**src/rtl/axi_arb_pkg.sv**
```systemverilog
// rtl/axi_arb_pkg.sv - shared types and constants for the cache-side AXI arbiter
package axi_arb_pkg;

    localparam int         LEN_W_DEF = 4;
    localparam logic [3:0] SEL_FULL  = 4'hF;

    typedef enum logic [1:0] {
        IDLE   = 2'd0,
        IREAD  = 2'd1,
        DREAD  = 2'd2,
        DWRITE = 2'd3
    } arb_state_t;

    // Class that gets first pick at the next IDLE arbitration
    typedef enum logic {
        RR_I = 1'b0,
        RR_D = 1'b1
    } rr_class_t;

endpackage

```
**src/rtl/burst_beat_counter.sv**
```systemverilog
// rtl/burst_beat_counter.sv - read beat counter, cleared on grant, flags the final beat
module burst_beat_counter
    import axi_arb_pkg::*;
#(
    parameter int LEN_W = LEN_W_DEF
) (
    input  logic             clk,
    input  logic             resetn,
    input  logic             load,
    input  logic             inc,
    input  logic [LEN_W-1:0] len,
    output logic             last
);

    logic [LEN_W-1:0] cnt;

    always_ff @(posedge clk) begin
        if (!resetn) begin
            cnt <= '0;
        end else if (load) begin
            cnt <= '0;
        end else if (inc) begin
            cnt <= cnt + 1'b1;
        end
    end

    assign last = (cnt == len);

endmodule

```
**src/rtl/axi_cache_arbiter.sv**
```systemverilog
// rtl/axi_cache_arbiter.sv - arbitrates ICache refill, DCache refill and DCache write-back onto one AXI port
module axi_cache_arbiter
    import axi_arb_pkg::*;
#(
    parameter int ADDR_W = 32,
    parameter int DATA_W = 32,
    parameter int LEN_W  = LEN_W_DEF
) (
    input  logic              aclk,
    input  logic              aresetn,
    input  logic              flush,
    input  logic              i_ren,
    input  logic [ADDR_W-1:0] i_raddr,
    input  logic [LEN_W-1:0]  i_rlen,
    output logic [DATA_W-1:0] i_rdata,
    output logic              i_rvalid,
    input  logic              d_ren,
    input  logic [ADDR_W-1:0] d_raddr,
    input  logic [LEN_W-1:0]  d_rlen,
    output logic [DATA_W-1:0] d_rdata,
    output logic              d_rvalid,
    input  logic              d_wen,
    input  logic [ADDR_W-1:0] d_waddr,
    input  logic [LEN_W-1:0]  d_wlen,
    input  logic [3:0]        d_wsel,
    input  logic [DATA_W-1:0] d_wdata,
    input  logic              d_wvalid,
    input  logic              d_wlast,
    output logic              d_bvalid,
    output logic              axi_ce_o,
    output logic              axi_ren_o,
    output logic              axi_wen_o,
    output logic [3:0]        axi_sel_o,
    output logic [ADDR_W-1:0] axi_raddr_o,
    output logic [ADDR_W-1:0] axi_waddr_o,
    output logic [LEN_W-1:0]  axi_rlen_o,
    output logic [LEN_W-1:0]  axi_wlen_o,
    output logic [DATA_W-1:0] axi_wdata_o,
    output logic              axi_wvalid_o,
    output logic              axi_wlast_o,
    output logic              axi_rready_o,
    input  logic [DATA_W-1:0] axi_rdata_i,
    input  logic              axi_rvalid_i,
    input  logic              axi_bvalid_i
);

    arb_state_t        state;
    arb_state_t        grant_state;
    rr_class_t         rr_ptr;
    logic              squash;
    logic [ADDR_W-1:0] lat_addr;
    logic [LEN_W-1:0]  lat_len;
    logic [ADDR_W-1:0] grant_addr;
    logic [LEN_W-1:0]  grant_len;
    logic              rd_state;
    logic              beat;
    logic              beat_last;
    logic              rd_done;
    logic              wr_done;
    logic              load;

    assign rd_state = (state == IREAD) || (state == DREAD);
    assign beat     = rd_state && axi_rvalid_i;
    assign rd_done  = beat && beat_last;
    assign wr_done  = (state == DWRITE) && axi_bvalid_i;
    assign load     = (state == IDLE) && (grant_state != IDLE);

    // Preferred class goes first; inside D a pending write-back beats a refill
    always_comb begin
        grant_state = IDLE;
        grant_addr  = '0;
        grant_len   = '0;
        if (rr_ptr == RR_I && i_ren) begin
            grant_state = IREAD;
            grant_addr  = i_raddr;
            grant_len   = i_rlen;
        end else if (d_wen) begin
            grant_state = DWRITE;
            grant_addr  = d_waddr;
            grant_len   = d_wlen;
        end else if (d_ren) begin
            grant_state = DREAD;
            grant_addr  = d_raddr;
            grant_len   = d_rlen;
        end else if (i_ren) begin
            grant_state = IREAD;
            grant_addr  = i_raddr;
            grant_len   = i_rlen;
        end
    end

    always_ff @(posedge aclk) begin
        if (!aresetn) begin
            state    <= IDLE;
            rr_ptr   <= RR_D;
            squash   <= 1'b0;
            lat_addr <= '0;
            lat_len  <= '0;
        end else begin
            case (state)
                IDLE: begin
                    squash <= 1'b0;
                    if (grant_state != IDLE) begin
                        state    <= grant_state;
                        lat_addr <= grant_addr;
                        lat_len  <= grant_len;
                    end
                end
                IREAD: begin
                    // A flushed refill still drains; only its delivery to the ICache stops
                    if (flush) begin
                        squash <= 1'b1;
                    end
                    if (rd_done) begin
                        state  <= IDLE;
                        rr_ptr <= RR_D;
                    end
                end
                DREAD: begin
                    if (rd_done) begin
                        state  <= IDLE;
                        rr_ptr <= RR_I;
                    end
                end
                DWRITE: begin
                    if (wr_done) begin
                        state  <= IDLE;
                        rr_ptr <= RR_I;
                    end
                end
                default: state <= IDLE;
            endcase
        end
    end

    burst_beat_counter #(
        .LEN_W (LEN_W)
    ) u_beat_counter (
        .clk    (aclk),
        .resetn (aresetn),
        .load   (load),
        .inc    (beat),
        .len    (lat_len),
        .last   (beat_last)
    );

    always_comb begin
        axi_ce_o     = 1'b0;
        axi_ren_o    = 1'b0;
        axi_wen_o    = 1'b0;
        axi_sel_o    = 4'h0;
        axi_raddr_o  = '0;
        axi_waddr_o  = '0;
        axi_rlen_o   = '0;
        axi_wlen_o   = '0;
        axi_wdata_o  = '0;
        axi_wvalid_o = 1'b0;
        axi_wlast_o  = 1'b0;
        axi_rready_o = 1'b0;
        i_rdata      = '0;
        i_rvalid     = 1'b0;
        d_rdata      = '0;
        d_rvalid     = 1'b0;
        d_bvalid     = 1'b0;
        case (state)
            IREAD, DREAD: begin
                axi_ce_o     = 1'b1;
                axi_ren_o    = 1'b1;
                axi_rready_o = 1'b1;
                axi_sel_o    = SEL_FULL;
                axi_raddr_o  = lat_addr;
                axi_rlen_o   = lat_len;
                if (state == IREAD) begin
                    i_rdata  = axi_rdata_i;
                    i_rvalid = axi_rvalid_i && !squash;
                end else begin
                    d_rdata  = axi_rdata_i;
                    d_rvalid = axi_rvalid_i;
                end
            end
            DWRITE: begin
                axi_ce_o     = 1'b1;
                axi_wen_o    = 1'b1;
                axi_sel_o    = d_wsel;
                axi_waddr_o  = lat_addr;
                axi_wlen_o   = lat_len;
                axi_wdata_o  = d_wdata;
                axi_wvalid_o = d_wvalid;
                axi_wlast_o  = d_wlast;
                d_bvalid     = axi_bvalid_i;
            end
            default: ;
        endcase
    end

endmodule
```
**config.mk**
```make
export PLATFORM = sky130hd
export DESIGN_NAME = axi_cache_arbiter
export DESIGN_NICKNAME = d
export VERILOG_FILES = /design/src/rtl/axi_arb_pkg.sv /design/src/rtl/burst_beat_counter.sv /design/src/rtl/axi_cache_arbiter.sv
export SDC_FILE = /design/constraint.sdc
export NUM_CORES = 1
export LEC_CHECK = 0
export BUFFER_PORTS_ARGS = -buffer_cell sky130_fd_sc_hd__buf_2
export CORE_AREA = 8 8 136 138
export DETAILED_ROUTE_END_ITERATION = 8
export DIE_AREA = 0 0 144 146
export SLEW_MARGIN = 40
export SYNTH_ARGS = -nofsm -noshare
export SYNTH_HDL_FRONTEND = slang
export SYNTH_SLANG_ARGS = --single-unit
```
**constraint.sdc**
```tcl
create_clock -name aclk -period 1.7 [get_ports aclk]
set_input_delay 0.085 -clock aclk [delete_from_list [all_inputs] [get_ports aclk]]
set_output_delay 0.085 -clock aclk [all_outputs]
set_load 0.01 [all_outputs]
```
# [Word level (Yosys, flattened, before mapping)]
# Index checks and enable logic that the tools add are counted.
[op_classes] reduce_logical=19 muxes=42 eq_ne=10 add_sub_neg=1 n_bitwise=2
[op_table] operator="2-to-1 mux 32 bit" count=11
[op_table] operator="2-to-1 mux 4 bit" count=6
[op_table] operator="2-to-1 mux 1 bit" count=15
[op_table] operator="2-to-1 mux 2 bit" count=6
[op_table] operator="!= test 2 bit, second input constant" count=4
[op_table] operator="one-hot mux 4 bit (2 select lines)" count=1
[op_table] operator="logical AND 1 bit" count=6
[op_table] operator="one-hot mux 2 bit (3 select lines)" count=1
[op_table] operator="adder 4 x 1 -> 4 bit, second input constant" count=1
[op_table] operator="== test 2 bit, second input constant" count=2
[op_table] operator="== test 4 bit" count=1
[op_table] operator="!= test 2 x 1 -> 1 bit, second input constant" count=2
[op_table] operator="AND reduction 2 bit" count=2
[op_table] operator="AND reduction 4 bit" count=1
[op_table] operator="nonzero test 2 bit" count=2
[op_table] operator="OR reduction 2 bit" count=2
[op_table] operator="one-hot mux 1 bit (3 select lines)" count=1
[op_table] operator="AND reduction 3 bit" count=1
[op_table] operator="nonzero test 3 bit" count=1
[op_table] operator="OR reduction 3 bit" count=1
[op_table] operator="== test 2 x 1 -> 1 bit, second input constant" count=1
[op_table] operator="logical NOT 2 bit" count=1
[op_table] operator="inverter 1 bit" count=2
[op_table] operator="one-hot mux 1 bit (2 select lines)" count=1
[op_table] operator="2 further kinds" count=2
[totals] elab_cells=80 ff_bits=44

# [Longest topological paths before layout]
# Gate-level depths: netlist (run 1).
[depth] depth_word=7 depth_mapped=7 depth_no_buf=6

# [By module]
# From an unflattened synthesis (run 1), not the netlist that was laid out.
[unflattened] hier_cells=514 area_unflattened_um2=3838.7
[modules_own_cells] mod="axi_cache_arbiter" cells_each=492 area_each_um2=3617.2 instances=1 seq_area_each_um2=800.8
[modules_own_cells] mod="burst_beat_counter" cells_each=22 area_each_um2=221.5 instances=1 seq_area_each_um2=80.1

# [Least setup slack after synthesis (run 1)]
# No wires, ideal clock.
[synth_timing] path_type="reg2reg" start="register state[0]" end="register rr_ptr" arrival_time_ns=1.805 slack_ns=-0.228 setup_time_ns=0.123 stages_incl_launch_ff=8 path_buffers=1 synth_period_minus_slack_ns=1.928 path_cell_list="dfxtp_1 inv_1 ha_1 buf_4 nand2_2 or3_1 o21ai_1 mux2_1"
[synth_between] elab_chain_cells=6 word_cells_on_any_way=13 classes_between="eq/ne (6); mux (1); reduce/logical (6)"
[synth_rtl] item="start, declared" line="axi_cache_arbiter.sv:47" source="arb_state_t state;"
[synth_rtl] item="start signal, assigned" line="axi_cache_arbiter.sv:104" source="state <= grant_state;"
[synth_rtl] item="== test 2 x 1 -> 1 bit / == test 2 bit (equally long branches)" line="axi_cache_arbiter.sv:62, axi_cache_arbiter.sv:100"
[synth_rtl] item="logical OR 1 bit" line="axi_cache_arbiter.sv:62" source="assign rd_state = (state == IREAD) || (state == DREAD);"
[synth_rtl] item="logical AND 1 bit" line="axi_cache_arbiter.sv:63" source="assign beat = rd_state && axi_rvalid_i;"
[synth_rtl] item="logical AND 1 bit" line="axi_cache_arbiter.sv:64" source="assign rd_done = beat && beat_last;"
[synth_rtl] item="!= test 2 bit (no line)"
[synth_rtl] item="AND reduction 4 bit (no line)"
[synth_rtl] item="end signal, assigned" line="axi_cache_arbiter.sv:95" source="rr_ptr <= RR_D;"
[synth_rtl] item="end signal, assigned" line="axi_cache_arbiter.sv:116" source="rr_ptr <= RR_D;"
[synth_rtl] item="end signal, assigned" line="axi_cache_arbiter.sv:122" source="rr_ptr <= RR_I;"
[synth_rtl] item="end, declared" line="axi_cache_arbiter.sv:49" source="rr_class_t rr_ptr;"
# Several ways; a longest one is shown, not always the timed one.
# A chain may end at the register's enable or synchronous reset.

# [Final worst setup path (run 1)]
[layout_timing] start="register state[0]" end="output port d_rdata[11]"
[layout_between] elab_chain_cells=3 word_cells_on_any_way=5 classes_between="eq/ne (2); mux (2); reduce/logical (1)"
[layout_rtl] item="== test 2 x 1 -> 1 bit / == test 2 bit (equally long branches)" line="axi_cache_arbiter.sv:165, axi_cache_arbiter.sv:173"
[layout_rtl] item="2-to-1 mux 32 bit / OR reduction 2 bit (equally long branches)"
[layout_rtl] item="2-to-1 mux 32 bit (*)" line="axi_cache_arbiter.sv:165" source="case (state)"
[layout_rtl] item="end, declared" line="axi_cache_arbiter.sv:20" source="output logic [DATA_W-1:0] d_rdata,"
# Every way passes the cells marked *; elsewhere a longest branch is shown, timed or not.

==> summary.txt, run 1 <==
Detailed routing
  – Wirelength, routed: 22300 um
  – Mean routed wirelength per cell: 19.5 um
  – Drt first-iter violations: 198
  – ANT nets after route: 0
  – Routed via count: 5446
  – TritonRoute pass-1 iters: 5
  – Vias per std cell: 4.76
  – DR DRC count: 0

Layout
  – Area grow syn2layout: 72.5%
  – Final Cell Area: 7220 um2
  – Post-layout util: 44.3%
  – NumNets Final: 1114
  – Share of post-route cells with drive strength above 1: 55.7%

Placement
  – Placed cell area: 6240 um2
  – DPL Wire Length: 16300 um
  – IO buf count: 366
  – Placer Congestion: 0.852

Power
  – Pwr Density: 1250 nW/um2
  – Sequential share of power: 19.1%
  – VDD IR max: 624 uV
  – Overall power: 9040 uW
  – Pleak: 0.00374 uW
  – P_sw: 3710 uW
  – Clk pwr share: 12.6%
  – Combinational Power Share: 68.3%
  – Internal: 5330 uW
  – Sw Ratio: 41.0%

Clock network
  – Clock root cell: clkbuf_16
  – Clock-pin slew on the worst setup and hold paths: 0.06 ns
  – Clk sink count: 44
  – H-tree Lvls: 2
  – CTS buffer count: 5
  – CTS tree: yes
  – Worst skew pair latency: 0.29 ns
  – Clk buf depth: 2

Setup path
  – Reg-to-reg slack, setup: -0.13 ns
  – Crit path from: state[0]$_SDFFE_PN0P_
  – Number of cells on the critical path: 8
  – Worst path max stage delay: 0.37 ns
  – Critical Path RT: 1.62 ns
  – Crit-path cells: inv_4 > ha_4 > buf_12 > nor2b_4 > buf_6 > buf_16 > and2_4 > buf_6
  – Largest fanout on the critical path: 8
  – CP startpoint kind: register
  – Crit path to: d_rdata[11]
  – CP endpoint kind: output port
  – Max stage delay cell, worst path: dfxtp_4
  – CP most frequent cell: buf_6
  – Family with the most delay on the worst path: buffers and inverters
  – End of the worst register-to-register path: rr_ptr$_SDFFE_PN1P_
  – Reg2reg start: state[0]$_SDFFE_PN0P_
  – WP buf/inv: 5
  – Crit Path Category: register to output port
  – Worst Reg-to-Reg Cells: 7
  – Crit path DAT: 1.76 ns

Synthesis
  – Mux cell area share after synthesis: 0.748%
  – Post-Synth Adder-Cell Area: 1.79%
  – Largest family of logic cells by synthesized area: simple AND/OR/NAND/NOR gates
  – Syn avg cell area: 7.51 um2
  – Post-Syn Nets: 749
  – Yosys warnings: 0
  – Synthesized cell area: 4180 um2
  – Synth Area in Compound Gates: 26.7%
  – Xor/xnor share of the synthesized area: 1.47%
  – Register area share after synthesis: 21.1%
  – Post-synth top area cell: and2_1
  – Top-area cell type share of the netlist area: 25.7%
  – Synth Area in Simple Gates: 39.7%
  – Synth Register Bits: 44
  – Synth cell types: 36
  – Synth Instances: 557
  – Main area contributors after synthesis: and2_1 26%, dfxtp_1 21%, a221o_1 8.4%, a21oi_2 6.9%, nand2b_1 5.8%

Timing
  – Setup violations, final: 69
  – Worst-Margin Slew: 0.413 ns
  – RSZ-0062 raised after global routing: true
  – Hold Vio Cnt, Final: 0
  – F_max: 541 MHz
  – Total negative setup slack: -5.47 ns
  – Fin. max-slew vios: 0
  – Slew headroom: 72.5%
  – Final setup margin: -0.147 ns
  – Post-layout min period: 1.85 ns
  – Period utilization: 109%
  – Final Skew: 0.00723 ns

Floorplan
  – Starting density of the core: 25.7%
  – Top Ports: 367
  – Die ar.: 21000 um2
  – Cell row count: 47
  – Die H: 146 um
  – Die W: 144 um
  – Core footprint: 16300 um2

Status
  – Failing checks: setup timing
  – Outcome: finished with violations

Global route
  – Largest net degree at the start of global routing: 75
  – Grt ovf: 0
  – Vias in the first global route: 5372
  – GRT Overall Usage: 19.1%
  – First-pass GRT wire length: 31500 um
  – Initial antenna violation count: 4

Hold path
  – HP Start: flush
  – Class of the worst hold path: input pin to register

Flow run
  – Max-cap viol count: 0
## timing repair
item,4_1_cts,5_1_grt
gates cloned,7,1
hold buffers,0,0
buffers inserted,11,5
gates resized for setup,62,58
endpoints found under the setup margin,161,128
pin swaps,28,14
## flip-flops by register name, summed over array words and instances (netlist names)
| register | flops |
|---|---|
| state | 2 |
| lat_len | 4 |
| lat_addr | 32 |
| squash | 1 |
| rr_ptr | 1 |
| u_beat_counter.cnt | 4 |
## kinds of logic (layout without fill, tap and decap cells)
group / count (synthesis) / count (layout)
compound gates: 160 / 160
buf+inv: 61 / 426
other cells: 0 / 2
flops: 44 / 44
simple gates: 276 / 277
mux: 3 / 3
xor+xnor: 7 / 7
fa+ha+maj: 6 / 6
## per-stage QoR
stage               hold WS [ns]  setup slack, ns  cells
CTS                       0.0544           -0.147   1137
detailed placement         0.365          -0.0849   1112
global placement           0.370         -0.00945   1112
global route              0.0870           -0.199   1144
floorplan                  0.239          -0.0673    557
finish                    0.0564           -0.147   1145
## worst min-delay path: cells and delay by family
family | cells | cell delay (ns)
and+or+nand+nor | 1 | 0.05
AOI/OAI and AO/OA | 1 | 0.06
buffers and inverters | 1 | 0.10
## worst min path at each step
stage / slack (ns) / end / cells past startpoint
floorplan: 0.24 / squash$_SDFFE_PN0P_ / 2
CTS: 0.05 / squash$_SDFFE_PN0P_ / 3
global route: 0.09 / squash$_SDFFE_PN0P_ / 3
finish: 0.06 / squash$_SDFFE_PN0P_ / 3
global placement: 0.37 / squash$_SDFFE_PN0P_ / 3
detailed placement: 0.37 / squash$_SDFFE_PN0P_ / 3
## placed cells by master, fill, tap and decap left out, types with 2 or more instances in the layout
cell type,count
nand3_1,37
and2_1,134
diode_2,2
mux2i_1,2
buf_2,329
ha_1,2
buf_6,42
a221o_1,35
and2_4,38
nand2b_1,37
buf_12,12
a21oi_2,36
xor2_1,2
xnor2_1,5
a21boi_0,2
a21oi_1,42
dfxtp_1,42
nor2_4,2
ha_2,2
nor2b_4,3
buf_16,5
clkbuf_16,6
o211ai_1,3
ha_4,2
buf_4,23
o21ai_0,39
o21ai_1,2
nor2_1,8
nand2_1,9
inv_1,2
nand2b_2,2
## cell type report
class	count	area, um2
clock inverter	3	42.5
fill	1633	9070
sequential	44	886
clock buffer	5	125
timing repair buffer	414	2740
tap	220	275
inverter	4	17.5
multi-input combinational	453	3120
antenna	2	5.00
## power groups by stage
stage               logic (uW)  registers [uW]  clock network [uW]
floorplan                 2720            1600                   0
global placement          4330            1740                   0
detailed placement        4360            1740                   0
CTS                       5570            1720                1180
global route              6610            1780                1210
finish                    6170            1730                1140
## cell usage after synthesis, drive strengths merged
cell type / n
a21boi: 2
a21oi: 78
a221o: 35
and2: 172
buf: 21
clkbuf: 36
dfxtp: 44
ha: 6
inv: 4
mux2: 1
mux2i: 2
nand2: 10
nand2b: 39
nand3: 37
nand4: 1
nor2: 9
nor2b: 4
nor3: 1
nor3b: 1
o2111ai: 1
o211ai: 3
o21ai: 41
or3: 1
or4: 1
xnor2: 5
xor2: 2
## metal layers
layer / up-vias / global-route usage (%) / share of wire [%]
met3: 49 / 4.92 / 9.5
li1: 2643 / - / -
met2: 298 / 34.3 / 49
met1: 2450 / 20.3 / 37
met4: 6 / 8.73 / 4.1
met5: - / 0 / 0.17
Note: power is estimated with default switching activity, not from simulation.
==> run 2: changes to the inputs <==
Clock period 1.7 ns to 1.5 ns, I/O delays scaled along.
==> summary.txt, run 2 (same netlist as run 1, synthesis figures left out) <==
Clock network
  – Clk sink count: 44
  – Worst skew pair latency: 0.29 ns
  – CTS tree: yes
  – Clock-pin slew on the worst setup and hold paths: 0.07 ns
  – CTS buffer count: 5
  – Clk buf depth: 2
  – H-tree Lvls: 2
  – Clock root cell: clkbuf_16

Placement
  – DPL Wire Length: 16300 um
  – IO buf count: 366
  – Placed Cells: 1117
  – Placer Congestion: 0.906
  – Placed cell area: 6340 um2

Global route
  – GRT Overall Usage: 18.8%
  – First-pass GRT wire length: 31000 um
  – Initial antenna violation count: 0
  – Grt ovf: 0
  – Largest net degree at the start of global routing: 51
  – Vias in the first global route: 5245

Status
  – Failing checks: setup timing
  – Outcome: finished with violations

Detailed routing
  – ANT nets after route: 0
  – Mean routed wirelength per cell: 19.1 um
  – TritonRoute pass-1 iters: 4
  – Routed via count: 5317
  – Vias per std cell: 4.68
  – Drt first-iter violations: 206
  – Wirelength, routed: 21800 um
  – DR DRC count: 0

Floorplan
  – Core footprint: 16300 um2
  – Top Ports: 367
  – Die W: 144 um
  – Die ar.: 21000 um2
  – Cell row count: 47
  – Starting density of the core: 25.7%
  – Die H: 146 um

Layout
  – Most common cell after layout, fill and taps aside: buf_2
  – NumNets Final: 1109
  – Final Cell Area: 7010 um2
  – Area grow syn2layout: 67.6%
  – Non-filler cells, final: 1137
  – Regs by FF count: lat_addr x32, lat_len x4, u_beat_counter.cnt x4
  – Post-layout util: 43.0%
  – Most flops, register: lat_addr
  – Number of flip-flops in the largest register: 32
  – Most frequent cells in the layout: 355 x buf_2, 164 x and2_1, 43 x a21oi_1
  – Share of post-route cells with drive strength above 1: 54.5%

Hold path
  – Class of the worst hold path: input pin to register

Timing
  – Fin. max-slew vios: 0
  – Final Skew: 0.00581 ns
  – Final setup margin: -0.250 ns
  – Period utilization: 117%
  – Setup violations, final: 150
  – Hold Vio Cnt, Final: 0
  – Slew headroom: 69.2%
  – F_max: 571 MHz
  – RSZ-0062 raised after global routing: true
  – Post-layout min period: 1.75 ns
  – Worst-Margin Slew: 0.462 ns

Setup path
  – CP endpoint kind: register
  – Critical Path RT: 1.67 ns
  – Largest fanout on the critical path: 4
  – CP startpoint kind: register
  – Crit Path Category: register to register
  – Crit path DAT: 1.92 ns

Power
  – Pwr Density: 1360 nW/um2
  – VDD IR max: 723 uV
  – Pleak: 0.00367 uW

Flow run
  – Max-cap viol count: 0
-- run 2: cell types whose count changed in the layout (fill, tap and decap cells not counted), moves of 2 or more --
cell,change
inv_4,+2
buf_6,-31
clkbuf_16,+3
o21ai_0,-35
buf_2,+26
buf_12,+3
o21ai_2,+22
o21ai_1,+13
and2_1,+30
buf_16,-4
and2_4,-30
-- run 2: worst max-delay path, cell delays in order, from the launching register on --
cell and delay (ns):
dfxtp_4 0.37, ha_2 0.25, nor2b_1 0.17, or4_1 0.39, o21ai_1 0.10, mux2_1 0.34
-- run 2: power by group --
part	internal, uW	switching, uW	leakage, uW
logic	3050	3190	0.00323
clock network	769	475	0.0000758
registers	1610	436	0.000366
total	5430	4100	0.00367
-- run 2: worst paths after layout --
path | cells after the start | slack, ns | to | startpoint
max | 5 | -0.25 | rr_ptr$_SDFFE_PN1P_ | state[0]$_SDFFE_PN0P_
min | 3 | 0.06 | squash$_SDFFE_PN0P_ | flush
max reg2reg | 5 | -0.25 | rr_ptr$_SDFFE_PN1P_ | state[0]$_SDFFE_PN0P_
min reg2reg | 2 | 0.51 | u_beat_counter.cnt[1]$_SDFFE_PP0P_ | u_beat_counter.cnt[1]$_SDFFE_PP0P_
-- run 2: timing repair --
item | CTS | global route
pin swaps | 0 | 3
setup endpoints to repair | 219 | 220
gates cloned | 2 | 5
hold buffers | 0 | 0
gates resized for setup | 15 | 90
buffers inserted | 0 | 6
-- run 2: layer usage --
| layer | global-route usage (%) | vias to the layer above | share of wire [%] |
|---|---|---|---|
| met2 | 32.5 | 262 | 48 |
| met1 | 21.8 | 2390 | 40 |
| met5 | 0 | - | 0 |
| met3 | 4.86 | 31 | 9.2 |
| li1 | - | 2634 | - |
| met4 | 6.31 | 0 | 2.7 |
-- run 2: per-stage QoR --
step / power (uW) / hold slack, ns / worst slack (ns) / setup TNS, ns
floorplan: 4910 / 0.229 / -0.267 / -0.267
global placement: 7100 / 0.352 / -0.184 / -2.13
detailed placement: 7150 / 0.357 / -0.207 / -3.51
CTS: 8590 / 0.0498 / -0.229 / -15.15
global route: 10200 / 0.0629 / -0.290 / -27.19
finish: 9520 / 0.0599 / -0.250 / -17.03
-- run 2: layout make-up --
class | instances | area, um2
fillers | 1666 | 9280
multi-input cells | 452 | 3130
repair buffers | 410 | 2530
flip-flops and latches | 44 | 888
well taps | 220 | 275
clock buffers | 5 | 125
clock inverters | 1 | 30.0
inverters | 4 | 22.5
diodes | 1 | 2.50
==> run 3: changes to the inputs <==
Settings changed: ABC_CLOCK_PERIOD_IN_PS from default to 1500, CORE_AREA 8 8 136 138 to 2 2 142 144.
==> summary.txt, run 3 (same netlist as run 1, synthesis figures left out) <==
Layout
  – Regs by FF count: lat_addr x32, lat_len x4, u_beat_counter.cnt x4
  – Sequential cell area: 883 um2
  – Most flops, register: lat_addr
  – Final Cell Area: 7770 um2
  – NumNets Final: 1141
  – Most frequent cells in the layout: 339 x buf_2, 151 x and2_1, 58 x a21oi_2
  – Multi-input logic area: 3210 um2
  – Post-layout util: 40.2%
  – Number of flip-flops in the largest register: 32
  – Share of post-route cells with drive strength above 1: 58.3%
  – # fillers: 2006
  – Area grow syn2layout: 85.8%
  – Most common cell after layout, fill and taps aside: buf_2
  – Non-filler cells, final: 1219

Timing
  – RSZ-0062 raised after global routing: true
  – F_max: 563 MHz
  – Period utilization: 118%
  – Final Skew: 0.00428 ns
  – Worst-Margin Slew: 0.442 ns
  – Slew headroom: 70.6%
  – Post-layout min period: 1.78 ns
  – Fin. max-slew vios: 0
  – Hold Vio Cnt, Final: 0
  – Setup violations, final: 156
  – Final setup margin: -0.277 ns

Floorplan
  – Core footprint: 19300 um2
  – Top Ports: 367
  – Die ar.: 21000 um2
  – Die W: 144 um
  – Cell row count: 51
  – Die H: 146 um
  – Starting density of the core: 21.6%

Global route
  – GRT Overall Usage: 19.7%
  – Initial antenna violation count: 5
  – Largest net degree at the start of global routing: 45
  – Global routing usage on met2: 35.1%
  – Grt peak-use layer: met2
  – First-pass GRT wire length: 30900 um
  – Met3 usage: 3.19%
  – Met1 Track Usage GR: 24.1%
  – Vias in the first global route: 5016
  – Grt ovf: 0

Placement
  – DP Worst Slack: -0.202 ns
  – IO buf count: 366
  – Placer Congestion: 0.841
  – Placed cell area: 6370 um2
  – Placed Cells: 1166
  – DPL Wire Length: 15100 um

Detailed routing
  – Drt first-iter violations: 199
  – Mean routed wirelength per cell: 19.2 um
  – DR DRC count: 0
  – TritonRoute pass-1 iters: 4
  – Wirelength, routed: 23400 um
  – ANT nets after route: 0
  – Routed via count: 5527
  – Vias per std cell: 4.53

Status
  – Failing checks: setup timing
  – Outcome: finished with violations

Clock network
  – CTS buffer count: 5
  – Clk buf depth: 2
  – Worst skew pair latency: 0.30 ns
  – Clock root cell: clkbuf_16
  – CTS tree: yes
  – Clock-pin slew on the worst setup and hold paths: 0.07 ns
  – Clk sink count: 44
  – H-tree Lvls: 2

Power
  – VDD IR max: 580 uV
  – Pwr Density: 1360 nW/um2
  – Overall power: 10500 uW
  – Pleak: 0.00394 uW

Setup path
  – Critical Path RT: 1.42 ns
  – Largest fanout on the critical path: 6
  – CP endpoint kind: output port
  – CP startpoint kind: register
  – Crit Path Category: register to output port
  – Crit path DAT: 1.70 ns

Flow run
  – Max-cap viol count: 0

Hold path
  – Class of the worst hold path: input pin to register
-- run 3: changes by cell type in the layout (fill, tap and decap cells not counted), moves of 16 or more --
cell	delta
a21oi_1	-23
buf_6	+26
o21ai_0	+33
a21oi_2	+23
buf_2	-16
o21ai_2	-21
-- run 3: area by class of cell --
cell class / instances / area share [%]
Tap cell: 265 / 4.26
Multi-Input combinational cell: 452 / 41.3
Sequential cell: 44 / 11.4
Antenna cell: 4 / 0.129
Timing Repair Buffer: 442 / 40.7
Inverter: 4 / 0.225
Clock buffer: 6 / 1.79
Clock inverter: 2 / 0.177
-- run 3: metrics by stage --
step	TNS [ns]	hold WS (ns)
finish	-30.18	0.0454
global route	-41.76	0.0704
detailed placement	-5.52	0.359
floorplan	-0.267	0.229
CTS	-29.16	0.0376
global placement	-2.39	0.348
-- run 3: critical path: stages (launching register included) --
cell       delay, ns
dfxtp_2         0.35
inv_4           0.05
ha_4            0.24
buf_12          0.13
buf_4           0.17
clkbuf_16       0.17
and2_1          0.15
buf_2           0.13
-- run 3: per-layer routing --
layer,wire length (um),vias up
met2,12000,235
met1,9510,2562
met3,1500,20
li1,-,2708
met4,406,2
met5,13,-
-- run 3: report_power, final --
group | internal [uW] | leakage (uW) | switching [uW] | total (uW)
clock | 668 | 0.0000773 | 532 | 1200
sequential | 1600 | 0.000366 | 393 | 1990
combinational | 3800 | 0.00350 | 3540 | 7340
total | 6070 | 0.00394 | 4470 | 10500
-- run 3: final timing paths --
path / start / endpoint / slack, ns / depth (start not counted)
worst max-delay path: state[1]$_SDFFE_PN0P_ / axi_raddr_o[15] / -0.28 / 7
worst min-delay path: flush / squash$_SDFFE_PN0P_ / 0.05 / 3
worst max register to register: state[0]$_SDFFE_PN0P_ / rr_ptr$_SDFFE_PN1P_ / -0.26 / 7
worst min register to register: squash$_SDFFE_PN0P_ / squash$_SDFFE_PN0P_ / 0.51 / 2
-- run 3: repair_timing --
| action | 4_1_cts | 5_1_grt |
|---|---|---|
| gates resized for setup | 57 | 86 |
| buffers inserted | 15 | 8 |
| hold buffers | 0 | 0 |
| gates cloned | 15 | 6 |
| pin swaps | 3 | 7 |
| setup endpoints to repair | 224 | 224 |
